--- src/rtl/carfield_domain_pwr_seq.sv ---
// Purpose: sequence Carfield domains up/down one at a time (clock -> reset -> isolation), round-robin between requests.
// Latency: up = 1 + ClkSettleCycles + RstHoldCycles + 1 + ack wait; down = 1 + ack wait + 2; one IDLE cycle between sequences.
// Backpressure: none; requests are levels and stay pending until served. Optional ack timeout: CARFIELD_PWRSEQ_TIMEOUT_EN.
module carfield_domain_pwr_seq #(
  parameter int unsigned            NumDomains      = 6,
  parameter logic [NumDomains-1:0]  DomainMask      = '1,
  parameter int unsigned            ClkSettleCycles = 4,
  parameter int unsigned            RstHoldCycles   = 8,
  parameter int unsigned            TimeoutCycles   = 256
) (
  input  logic                          clk_i,
  input  logic                          rst_i,
  input  logic [NumDomains-1:0]         req_on_i,
  input  logic [NumDomains-1:0]         err_clr_i,
  input  logic [NumDomains-1:0]         isolated_i,
  output logic [NumDomains-1:0]         clk_en_o,
  output logic [NumDomains-1:0]         dom_rst_o,
  output logic [NumDomains-1:0]         isolate_o,
  output logic [NumDomains-1:0]         on_o,
  output logic [NumDomains-1:0]         err_o,
  output logic                          busy_o,
  output logic [$clog2(NumDomains)-1:0] active_o
);

  localparam int unsigned IdxW    = $clog2(NumDomains);
  localparam int unsigned MaxA    = (ClkSettleCycles > RstHoldCycles) ? ClkSettleCycles : RstHoldCycles;
  localparam int unsigned MaxWait = (MaxA > TimeoutCycles) ? MaxA : TimeoutCycles;
  localparam int unsigned CntW    = $clog2(MaxWait + 1);

  localparam logic [CntW-1:0] SettleLast  = CntW'(ClkSettleCycles - 1);
  localparam logic [CntW-1:0] HoldLast    = CntW'(RstHoldCycles - 1);
  localparam logic [CntW-1:0] TimeoutLast = CntW'(TimeoutCycles - 1);

  typedef enum logic [2:0] {IDLE, UP_CLK, UP_RST, UP_ISO, DN_ISO, DN_RST, DN_CLK} state_e;

  state_e                 state_q, state_d;
  logic [CntW-1:0]        cnt_q, cnt_d;
  logic [IdxW-1:0]        idx_q, idx_d;
  logic [IdxW-1:0]        ptr_q, ptr_d, ptr_nxt;
  logic                   busy_q;
  logic [NumDomains-1:0]  clk_en_q, clk_en_d;
  logic [NumDomains-1:0]  dom_rst_q, dom_rst_d;
  logic [NumDomains-1:0]  isolate_q, isolate_d;
  logic [NumDomains-1:0]  on_q, on_d;
  logic [NumDomains-1:0]  pend;
  logic                   grant_vld, hi_vld, timeout;
  logic [IdxW-1:0]        grant_idx, hi_idx;

  // A domain needs service when its request differs from its state and it is not parked in error.
  assign pend    = DomainMask & (req_on_i ^ on_q) & ~err_o;
  assign ptr_nxt = (idx_q == IdxW'(NumDomains - 1)) ? '0 : idx_q + 1'b1;

  // Round-robin pick: lowest pending index at/after the pointer, else lowest pending overall (wrap).
  always_comb begin
    grant_vld = 1'b0;
    grant_idx = '0;
    hi_vld    = 1'b0;
    hi_idx    = '0;
    for (int k = int'(NumDomains) - 1; k >= 0; k--) begin
      if (pend[k]) begin
        grant_vld = 1'b1;
        grant_idx = IdxW'(k);
      end
      if (pend[k] && (IdxW'(k) >= ptr_q)) begin
        hi_vld = 1'b1;
        hi_idx = IdxW'(k);
      end
    end
    if (hi_vld) grant_idx = hi_idx;
  end

  // Next state, wait counter and the next value of the active domain's control bits.
  always_comb begin
    state_d   = state_q;
    cnt_d     = cnt_q;
    idx_d     = idx_q;
    ptr_d     = ptr_q;
    clk_en_d  = clk_en_q;
    dom_rst_d = dom_rst_q;
    isolate_d = isolate_q;
    on_d      = on_q;
    timeout   = 1'b0;
    unique case (state_q)
      IDLE: begin
        if (grant_vld) begin
          idx_d = grant_idx;
          cnt_d = '0;
          if (req_on_i[grant_idx]) begin
            state_d             = UP_CLK;
            clk_en_d[grant_idx] = 1'b1;
          end else begin
            state_d              = DN_ISO;
            isolate_d[grant_idx] = 1'b1;
            on_d[grant_idx]      = 1'b0;
          end
        end
      end
      UP_CLK: begin
        if (cnt_q == SettleLast) begin
          state_d          = UP_RST;
          cnt_d            = '0;
          dom_rst_d[idx_q] = 1'b0;
        end else begin
          cnt_d = cnt_q + 1'b1;
        end
      end
      UP_RST: begin
        if (cnt_q == HoldLast) begin
          state_d          = UP_ISO;
          cnt_d            = '0;
          isolate_d[idx_q] = 1'b0;
        end else begin
          cnt_d = cnt_q + 1'b1;
        end
      end
      UP_ISO: begin
        if (!isolated_i[idx_q]) begin
          state_d     = IDLE;
          cnt_d       = '0;
          ptr_d       = ptr_nxt;
          on_d[idx_q] = 1'b1;
        end
`ifdef CARFIELD_PWRSEQ_TIMEOUT_EN
        else if (cnt_q == TimeoutLast) begin
          timeout = 1'b1;
        end else begin
          cnt_d = cnt_q + 1'b1;
        end
`endif
      end
      DN_ISO: begin
        if (isolated_i[idx_q]) begin
          state_d          = DN_RST;
          cnt_d            = '0;
          dom_rst_d[idx_q] = 1'b1;
        end
`ifdef CARFIELD_PWRSEQ_TIMEOUT_EN
        else if (cnt_q == TimeoutLast) begin
          timeout = 1'b1;
        end else begin
          cnt_d = cnt_q + 1'b1;
        end
`endif
      end
      DN_RST: begin
        state_d         = DN_CLK;
        cnt_d           = '0;
        clk_en_d[idx_q] = 1'b0;
      end
      DN_CLK: begin
        state_d = IDLE;
        cnt_d   = '0;
        ptr_d   = ptr_nxt;
      end
      default: begin
        state_d = IDLE;
        cnt_d   = '0;
      end
    endcase
    // A stuck ack drops the domain straight back to its safe, fully-off state.
    if (timeout) begin
      state_d          = IDLE;
      cnt_d            = '0;
      ptr_d            = ptr_nxt;
      isolate_d[idx_q] = 1'b1;
      dom_rst_d[idx_q] = 1'b1;
      clk_en_d[idx_q]  = 1'b0;
      on_d[idx_q]      = 1'b0;
    end
  end

  // State and output registers.
  always_ff @(posedge clk_i) begin
    if (rst_i) begin
      state_q   <= IDLE;
      cnt_q     <= '0;
      idx_q     <= '0;
      ptr_q     <= '0;
      busy_q    <= 1'b0;
      clk_en_q  <= '0;
      dom_rst_q <= '1;
      isolate_q <= '1;
      on_q      <= '0;
    end else begin
      state_q   <= state_d;
      cnt_q     <= cnt_d;
      idx_q     <= idx_d;
      ptr_q     <= ptr_d;
      busy_q    <= (state_d != IDLE);
      clk_en_q  <= clk_en_d;
      dom_rst_q <= dom_rst_d;
      isolate_q <= isolate_d;
      on_q      <= on_d;
    end
  end

`ifdef CARFIELD_PWRSEQ_TIMEOUT_EN
  logic [NumDomains-1:0] err_q, err_set;

  // Error flag for the domain whose ack timed out this cycle.
  always_comb begin
    err_set = '0;
    if (timeout) err_set[idx_q] = 1'b1;
  end

  // Sticky error; a new timeout beats a simultaneous clear.
  always_ff @(posedge clk_i) begin
    if (rst_i) err_q <= '0;
    else       err_q <= (err_q & ~err_clr_i) | err_set;
  end

  assign err_o = err_q;
`else
  logic unused_err_clr;
  assign unused_err_clr = ^err_clr_i;
  assign err_o          = '0;
`endif

  assign clk_en_o  = clk_en_q;
  assign dom_rst_o = dom_rst_q;
  assign isolate_o = isolate_q;
  assign on_o      = on_q;
  assign busy_o    = busy_q;
  assign active_o  = idx_q;

endmodule

--- config.mk ---
export PLATFORM = sky130hd
export DESIGN_NAME = carfield_domain_pwr_seq
export DESIGN_NICKNAME = d
export VERILOG_FILES = /design/src/rtl/carfield_domain_pwr_seq.sv
export SDC_FILE = /design/constraint.sdc
export NUM_CORES = 1
export LEC_CHECK = 0
export CAP_MARGIN = 15
export CORE_ASPECT_RATIO = 1.5
export CORE_MARGIN = 2
export CORE_UTILIZATION = 67
export DETAILED_ROUTE_END_ITERATION = 8
export DONT_BUFFER_PORTS = 1
export PLACE_DENSITY = 0.82
export RECOVER_POWER = 25
export SLEW_MARGIN = 40
export SYNTH_ARGS = -nofsm -noshare
export SYNTH_HDL_FRONTEND = slang
export SYNTH_SLANG_ARGS = --single-unit
--- constraint.sdc ---
create_clock -name clk_i -period 7.8 [get_ports clk_i]
set_input_delay 1.56 -clock clk_i [delete_from_list [all_inputs] [get_ports clk_i]]
set_output_delay 1.56 -clock clk_i [all_outputs]
set_load 0.05 [all_outputs]
==> metrics.cfg <==
[routing]
drc = 0
vias = 2054
antenna_violating_nets_post_route = 0
routed_via_density = 6.32
wl_per_cell_um = 16.7
dr.pass1.iters = 5
drtIter0Drc = 88
wirelength_mm = 5.42

[sta]
worst_pin_slew_ns = 0.836
drv_slew = 0
finalCritPeriodShare = 0.533
fmax_ghz = 0.241
hold_violations = 0
fin_crit_ns = 4.16
rsz0062_at_grt = false
setup_viol = 0
slew_headroom = 0.442
tns_ns = 0
fin_skew_ns = 0.00980

[yosys]
yosysTopAreaCellShare = 0.372
synth_most_common_cell = dfxtp_1
async_flop_share = 0
ys_ff_latch = 43
synth-edff-count = 0
synth.area.top_cells = dfxtp_1, o21ai_0, nor2_1
synth.yosys.seq_area_share = 0.372
synth_top_cell_by_area = dfxtp_1
netlist_area_mm2 = 0.00231
synth-main-ff-cell = dfxtp_1
syn_inst = 291
synth_cell_types = 54
yosys_warnings = 0
synthTopCellsByCount = dfxtp_1, nor2_1, o21ai_0, nand2_1, a21oi_1
syn_area_per_cell_um2 = 7.94

[worst_setup_path]
critPathMaxStageDelay_ns = 0.65
reg2reg_slack_ns = 4.19
crit-reg2reg-capture = busy_o$_SDFF_PP0_
crit_slowest_cell = or4b_1
setup.worst_path.start = req_on_i[3]
critPathTopFamily = simple AND/OR/NAND/NOR gates
cp.required_ns = 7.99
cp_max_fo = 20
ff2ff_path_depth = 10
critPathArrivalTime_ns = 4.34
endpoint_kind = register
path_class = in -> reg
cp_num_cells = 9
endpoint = busy_o$_SDFF_PP0_
path_buf_inv = 1
crit-reg2reg-launch = on_o[2]$_SDFFE_PP0P_
cp_cell_sequence = xnor2_1, o21ai_0, or4b_1, and2_1, mux2i_1, o311ai_2, buf_4, o41ai_1, a211o_1
start_kind = primary input

[floorplanning]
die-area_mm2 = 0.00394
die_y_um = 75.9
fp-row-count = 26
initial_core_util = 0.690
core_mm2 = 0.00335
io_pins = 54
die_w_um = 52.0

[power]
power_density_mw_per_mm2 = 236
p_sw_frac = 0.390
p_leak_nw = 0.801
internal-power_w = 0.000342
pwr-share-seq = 0.515
vdd_drop_max_mv = 0.219
p_sw_w = 0.000219
combPwrFrac = 0.241
p_clk_frac = 0.244

[placement]
place_hpwl_mm = 3.96
port_buffers = 0
dp.cells = 317
gp_congestion = 0.868
dpl_cell_area_mm2 = 0.00229

[global_routing]
grt_pass1_vias = 1909
grt_max_degree = 22
antenna_found_initial = 0
grt_pass1_wl_mm = 8.84
track_usage = 0.293
grt-ovfl-total = 0

[layout]
area_growth_pct = 2.87
diodes = 0
layout-drive-gt1-share = 0.0601
nNetsFinal = 303
fin_area_mm2 = 0.00238
stdcell_count = 325

[clock_network]
cts_sinks = 43
clock-root-buffer = clkbuf_8
post_cts_buffers = 0
cts_tree = yes
cts_buffers = 5
ctsHtreeMaxLevel = 2
holdBufCountCts = 0
clkTransAtPathRegs_ns = 0.07
clock_latency_ns = 0.30
cts-resized-gates = 0
clockBufferDepth = 2

[run_status]
outcome = finished clean

[flow_run]
maxCapViolations = 0

[min_path]
hold_path_class = reg -> reg
min_path_cells = 2

-- power by group through the flow --
stage | clock, W | combinational [W] | sequential [W]
final | 0.000137 | 0.000135 | 0.000288
after global placement | 0 | 0.000130 | 0.000293
after global routing | 0.000149 | 0.000152 | 0.000291
after floorplan | 0 | 0.000123 | 0.000277
after CTS | 0.000140 | 0.000134 | 0.000288
after detailed placement | 0 | 0.000133 | 0.000293
-- worst reg2reg max path: stages, from the launching register on --
cell and delay (ns):
dfxtp_1 0.68, xor2_1 0.27, o21ai_0 0.27, o21ai_1 0.08
or4b_1 0.63, and2_1 0.36, mux2i_1 0.20, o311ai_2 0.30
buf_4 0.29, o41ai_1 0.13, a211o_1 0.31
-- kinds of logic after synthesis --
kind of cell    share of synthesized area
mux                                0.0233
other cells                       0.00162
buf+inv                            0.0693
compound gates                      0.239
simple gates                        0.228
flops                               0.372
xor+xnor                           0.0601
fa+ha+maj                         0.00541
-- layout make-up --
| type | instances | area (um^2) |
|---|---|---|
| Clock buffer | 6 | 72.6 |
| Tap cell | 42 | 52.6 |
| Clock inverter | 2 | 12.5 |
| Inverter | 13 | 48.8 |
| Sequential cell | 43 | 861 |
| Multi-Input combinational cell | 218 | 1320 |
| Timing Repair Buffer | 1 | 7.51 |
| Fill cell | 300 | 973 |
-- placed cells by master, fill, tap and decap left out, types with 7 or more instances in the layout --
cell type  netlist  layout
dfxtp_1         43      43
nor2_1          27      27
o21ai_0         23      23
nand2_1         22      22
a21oi_1         19      19
nor3_1          13      13
inv_1           12      12
o21ai_1         10      10
xnor2_1          8       8
nand3_1          8       8
nand4_1          7       7
-- per-stage QoR --
step | hold WS [ns] | worst slack, ns | power (W) | utilization
after floorplan | 0.459 | 3.90 | 0.000400 | -
after global placement | 0.473 | 3.42 | 0.000422 | 0.682
after detailed placement | 0.485 | 3.46 | 0.000426 | 0.682
after CTS | 0.496 | 3.74 | 0.000562 | 0.708
after global routing | 0.538 | 3.53 | 0.000593 | 0.709
final | 0.494 | 3.64 | 0.000560 | 0.709
-- worst min path at each step --
stage	start	endpoint	slack (ns)
floorplan	cnt_q[8]$_SDFFE_PP0P_	cnt_q[8]$_SDFFE_PP0P_	0.46
global placement	cnt_q[1]$_SDFFE_PP0P_	cnt_q[1]$_SDFFE_PP0P_	0.47
detailed placement	cnt_q[8]$_SDFFE_PP0P_	cnt_q[8]$_SDFFE_PP0P_	0.49
CTS	cnt_q[8]$_SDFFE_PP0P_	cnt_q[8]$_SDFFE_PP0P_	0.50
global route	cnt_q[1]$_SDFFE_PP0P_	cnt_q[1]$_SDFFE_PP0P_	0.54
finish	cnt_q[8]$_SDFFE_PP0P_	cnt_q[8]$_SDFFE_PP0P_	0.49
-- routing by layer --
layer	wire length, um	GRT usage	vias up	share of wire
met5	0	0	-	0
met4	204	0.168	0	0.038
met3	341	0.0630	17	0.063
met2	2830	0.489	65	0.52
met1	2040	0.329	958	0.38
li1	-	-	1014	-
(Power assumes the default switching activity.)
==> RTL edit 1, RTL diff (same settings) <==
Build with the macro `CARFIELD_PWRSEQ_TIMEOUT_EN` defined.
--- a/src/rtl/carfield_domain_pwr_seq.sv
+++ b/src/rtl/carfield_domain_pwr_seq.sv
@@ -2,4 +2,6 @@
 // Latency: up = 1 + ClkSettleCycles + RstHoldCycles + 1 + ack wait; down = 1 + ack wait + 2; one IDLE cycle between sequences.
 // Backpressure: none; requests are levels and stay pending until served. Optional ack timeout: CARFIELD_PWRSEQ_TIMEOUT_EN.
+`define CARFIELD_PWRSEQ_TIMEOUT_EN
+
 module carfield_domain_pwr_seq #(
   parameter int unsigned            NumDomains      = 6,
Behaviour: no difference found for any inputs over 10 cycles, from zero or initial values and one cycle with rst_i high; that may be too few to reach the edited logic, so the function may still have changed.
==> RTL edit 1 against the original RTL <==
  * Non-clock buffer count unchanged
  * Sequential share of layout area shrank 3.6 points
  * Area after synthesis rose by 27%
  * Largest power group unchanged
  * Power increased by 46%
  * Routed wire length increased by 46%
  * Global-route usage is 4.9 points higher
  * Final cell count grew 21%
  * Critical path type is now reg2reg
  * Worst setup slack gained 710 ps
  * Sequential cell count up 6
  * Core utilization up 0.54 points
  * Final area up 27%
==> RTL edit 1: results (changes against the original RTL) <==
| Metric | Value |
|---|---|
| Synthesized Nets | 377 |
| Area contributors post-synth | dfxtp_1 (34%), nor2_1 (5.1%), o21ai_0 (4.3%) |
| Status | complete, no violations |
| First-pass GRT wire length | 13000 um (+47%) |
| Highest routed layer | met4 |
| Kind of critical path | reg2reg |
| Post-Place Worst Slack | 4120 ps (+658 ps) |
| Library cells used by synthesis | 75 (+39%) |
| Detailed Route Iter0 Violations | 142 (+61%) |
| Hold path start | cnt_q[1] |
| Clock transition at path regs | 100 ps (+30 ps) |
| Register area share after synthesis | 33.5% (-3.7 points) |
| Buffers on Ports | 0 (unchanged) |
| Syn_area_per_cell | 8.27 sq um (+4.1%) |
| Top delay family on crit path | multiplexers |
| GPL Wtd Cong | 0.958 (+10%) |
| Worst-skew pair later-pin latency | 310 ps |
| Largest net degree at the start of global routing | 23 (+4.5%) |
| Max reg flops | 9 |
| DP HPWL | 6160 um (+55%) |
| Slowest cell on the critical path | clkbuf_1 |
| Nets@finish | 368 (+21%) |
| Critical Path AT | 3660 ps (-680 ps) |
| Commonest cells in the netlist | dfxtp_1 (49), nor2_1 (40), nand2_1 (25), o21ai_0 (25), a21oi_1 (21) |
| Post-CTS setup buffers | 0 (unchanged) |
| Fillers | 355 (+18%) |
| Slew margin rel. | 18.2% (-26 points) |
| Share of cells above drive strength 1 | 9.25% (+3.2 points) |
| Tot GR Track Use | 34.1% (+4.9 points) |
| Critical Path Fanout Max | 17 (-15%) |
| Yosys warnings | 0 (unchanged) |
| Ys async rst share | 0% (unchanged) |
| Hold WC Path Type | reg2reg |
| Root Buffer | clkbuf_8 |
| WL met2 | 4170 um (+47%) |
| CP max stage delay | 890 ps (+240 ps) |
| Placed cells | 384 (+21%) |
| Fin Clk Skew | 6.26 ps (-3.54 ps) |
| Reg with most FFs | cnt_q |
| Final antenna diode count | 0 (unchanged) |
| Initial antenna violation count | 0 (unchanged) |
| Total CTS buffers | 5 (unchanged) |
| Met3 wire length | 371 um (+8.8%) |
| Metal1 wirelength | 2930 um (+43%) |
| First drt pass iteration count | 4 (-1) |
| Placed Area | 2920 sq um (+28%) |
| Post-CTS sizing | 0 (unchanged) |
| Static Leakage | 1.10 nW (+38%) |
| Htree depth | 2 (unchanged) |
| DR WL/cell | 20.2 um (+21%) |
| Startpoint of the worst register-to-register path | active_o[0] |
| Worst vdd ir | 0.000204 V (-6.9%) |
| Via count | 2694 (+31%) |
| WL final | 7920 um (+46%) |
| Clock buffer depth | 2 (unchanged) |
## RTL edit 1: cell types whose count changed after synthesis, moves of 5 or more
cell and change:
nor2_1 +13, buf_4 -6, a311oi_1 +6, xnor2_1 -5, o21ai_1 -8, a211oi_1 +5
o311ai_1 -7, o32ai_1 -5, nand3_1 +9, nand4_1 -6, buf_2 +6, dfxtp_1 +6
## RTL edit 1: worst paths after layout
kind                end  slack, ps  cells after the start
max          state_q[2]       4350                      8
min            cnt_q[1]        530                      2
max reg2reg  state_q[2]       4350                      8
min reg2reg    cnt_q[1]        530                      2
## RTL edit 1: logic make-up (layout without fill, tap and decap cells)
| family | Yosys count | in the layout | share of synthesized area (%) |
|---|---|---|---|
| AOI/OAI and AO/OA | 119 | 119 | 30.6 |
| xor gates and xnor gates | 10 | 10 | 4.27 |
| adders and majority gates | 3 | 3 | 1.28 |
| buffers and inverters | 29 | 21 | 4.19 |
| DFF | 49 | 49 | 33.5 |
| muxes | 6 | 6 | 2.61 |
| and+or+nand+nor | 138 | 138 | 23.5 |
## RTL edit 1: report_power, final
part | switching (W) | leakage, nW | internal (W) | total (W)
clock | 0.0000926 | 0.0447 | 0.0000649 | 0.000157
combinational | 0.000205 | 0.663 | 0.000111 | 0.000316
sequential | 0.0000696 | 0.397 | 0.000274 | 0.000343
## RTL edit 1: final cells by class
cell class,count,area [sq um],area share (%)
sequential,49,981,32.6
clock buffer,5,68.8,2.29
timing repair buffer,1,3.75,0.125
clock inverter,3,25.0,0.832
multi-input combinational,276,1830,60.7
tap,46,57.6,1.91
inverter,12,45.0,1.50
## RTL edit 1: metal layers
layer	global-route usage [%]	vias to the layer above
met5	0	-
met4	19.7	0
met3	5.79	29
met2	60.0	84
met1	37.5	1282
li1	-	1299
==> RTL edit 2, RTL diff (same settings) <==
Made on the original files. Register the output `isolate_o` once more, with the module's reset; this adds one clock of latency there. The other outputs are not delayed to match.
--- a/src/rtl/carfield_domain_pwr_seq.sv
+++ b/src/rtl/carfield_domain_pwr_seq.sv
@@ -219,5 +219,11 @@
   assign clk_en_o  = clk_en_q;
   assign dom_rst_o = dom_rst_q;
-  assign isolate_o = isolate_q;
+  always_ff @(posedge clk_i) begin
+    if (rst_i) begin
+      isolate_o <= '0;
+    end else begin
+      isolate_o <= isolate_q;
+    end
+  end
   assign on_o      = on_q;
   assign busy_o    = busy_q;
Behaviour: not the same (a bounded check fails within 4 cycles, from zero or initial values and one cycle with rst_i high).
==> RTL edit 2 against the original RTL <==
  * Worst setup slack improved by 680 ps
  * Power rose by 10%
  * Critical path depth fell by 2
  * Worst hold slack got worse by 32 ps
  * Routed wire length rose by 12%
  * Area after synthesis rose by 14%
  * Final area rose by 14%
  * Sequential cell count rose by 6
  * Critical path type unchanged
  * Largest cell class unchanged
==> RTL edit 2: results (changes against the original RTL) <==
| Metric | Value |
|---|---|
| Largest net degree at the start of global routing | 34 (+55%) |
| Tot GR Track Use | 30.7% (+1.4 points) |
| First-pass GRT wire length | 9900 um (+12%) |
| Detailed Route Iter0 Violations | 139 (+58%) |
| CP max stage delay | 470 ps (-180 ps) |
| Commonest cells in the netlist | dfxtp_1 (49), nor2_1 (31), nand2_1 (23) |
| Static Leakage | 0.976 nW (+22%) |
| Post-Place Worst Slack | 4030 ps (+569 ps) |
| Slowest cell on the critical path | o32a_4 |
| Status | complete, no violations |
| Fillers | 310 (+3.3%) |
| WL met2 | 3090 um (+9.0%) |
| GPL Wtd Cong | 0.932 (+7.4%) |
| Non-Filler Instances | 344 (+5.8%) |
| Met1 usage | 38.4% (+5.4 points) |
| Vias in the first global route | 2065 (+8.2%) |
| WL final | 6090 um (+12%) |
| Nets@finish | 321 (+5.9%) |
| Worst vdd ir | 0.000168 V (-23%) |
| Met2 Track Usage GR | 49.5% (+0.66 points) |
| Placed cells | 336 (+6.0%) |
| Via-per-instance ratio | 6.67 (+5.6%) |
| Top delay family on crit path | compound AO/OA/AOI/OAI gates |
| Post-Synthesis Cells | 306 (+5.2%) |
| Design Area, Final | 2700 sq um (+14%) |
| Library cells used by synthesis | 64 (+19%) |
-- RTL edit 2: cell types whose count changed in the layout (fill, tap and decap cells not counted), sizes merged, moves of 5 or more --
cell    unedited run  this run
o21ai             33        22
nor2b              4        13
nand3              8        16
o311ai             7         0
a221o              0         6
dfxtp             43        49
o32ai              6         1
-- RTL edit 2: logic make-up (layout without fill, tap and decap cells) --
family / count (synthesis) / after routing / synth area share [%]
AND/OR/NAND/NOR: 124 / 124 / 23.8
buffers and inverters: 27 / 17 / 5.10
multiplexers: 9 / 9 / 4.48
flip-flops: 49 / 49 / 37.4
AO/OA/AOI/OAI: 80 / 80 / 22.8
adder cells (fa/ha/maj): 1 / 1 / 0.476
XOR/XNOR: 15 / 15 / 5.86
other: 1 / 6 / 0.143
-- RTL edit 2: area by class of cell --
cell class,instances,area [sq um],area share (%)
Clock inverter,3,25.0,0.927
Clock buffer,5,68.8,2.55
Tap cell,43,53.8,1.99
Sequential cell,49,981,36.3
Multi-Input combinational cell,235,1540,56.9
Inverter,9,33.8,1.25
-- RTL edit 2: worst paths after layout --
check	to	startpoint	depth (start not counted)	slack (ps)
max reg2reg	cnt_q[5]	active_o[0]	7	4690
min	isolate_q[0]	isolate_q[0]	2	460
max	on_o[3]	req_on_i[3]	7	4320
min reg2reg	isolate_q[0]	isolate_q[0]	2	460
-- RTL edit 2: report_power, final --
group / switching (W) / internal (W) / leakage (nW)
combinational: 0.0000965 / 0.0000527 / 0.532
clock: 0.0000878 / 0.0000648 / 0.0447
sequential: 0.0000526 / 0.000264 / 0.399
total: 0.000237 / 0.000381 / 0.976
-- RTL edit 2: worst min-delay path: cells and delay by family (launching register included) --
family,cells,cell delay (ps)
flip-flops,1,320
AO/OA/AOI/OAI,1,60
AND/OR/NAND/NOR,1,40
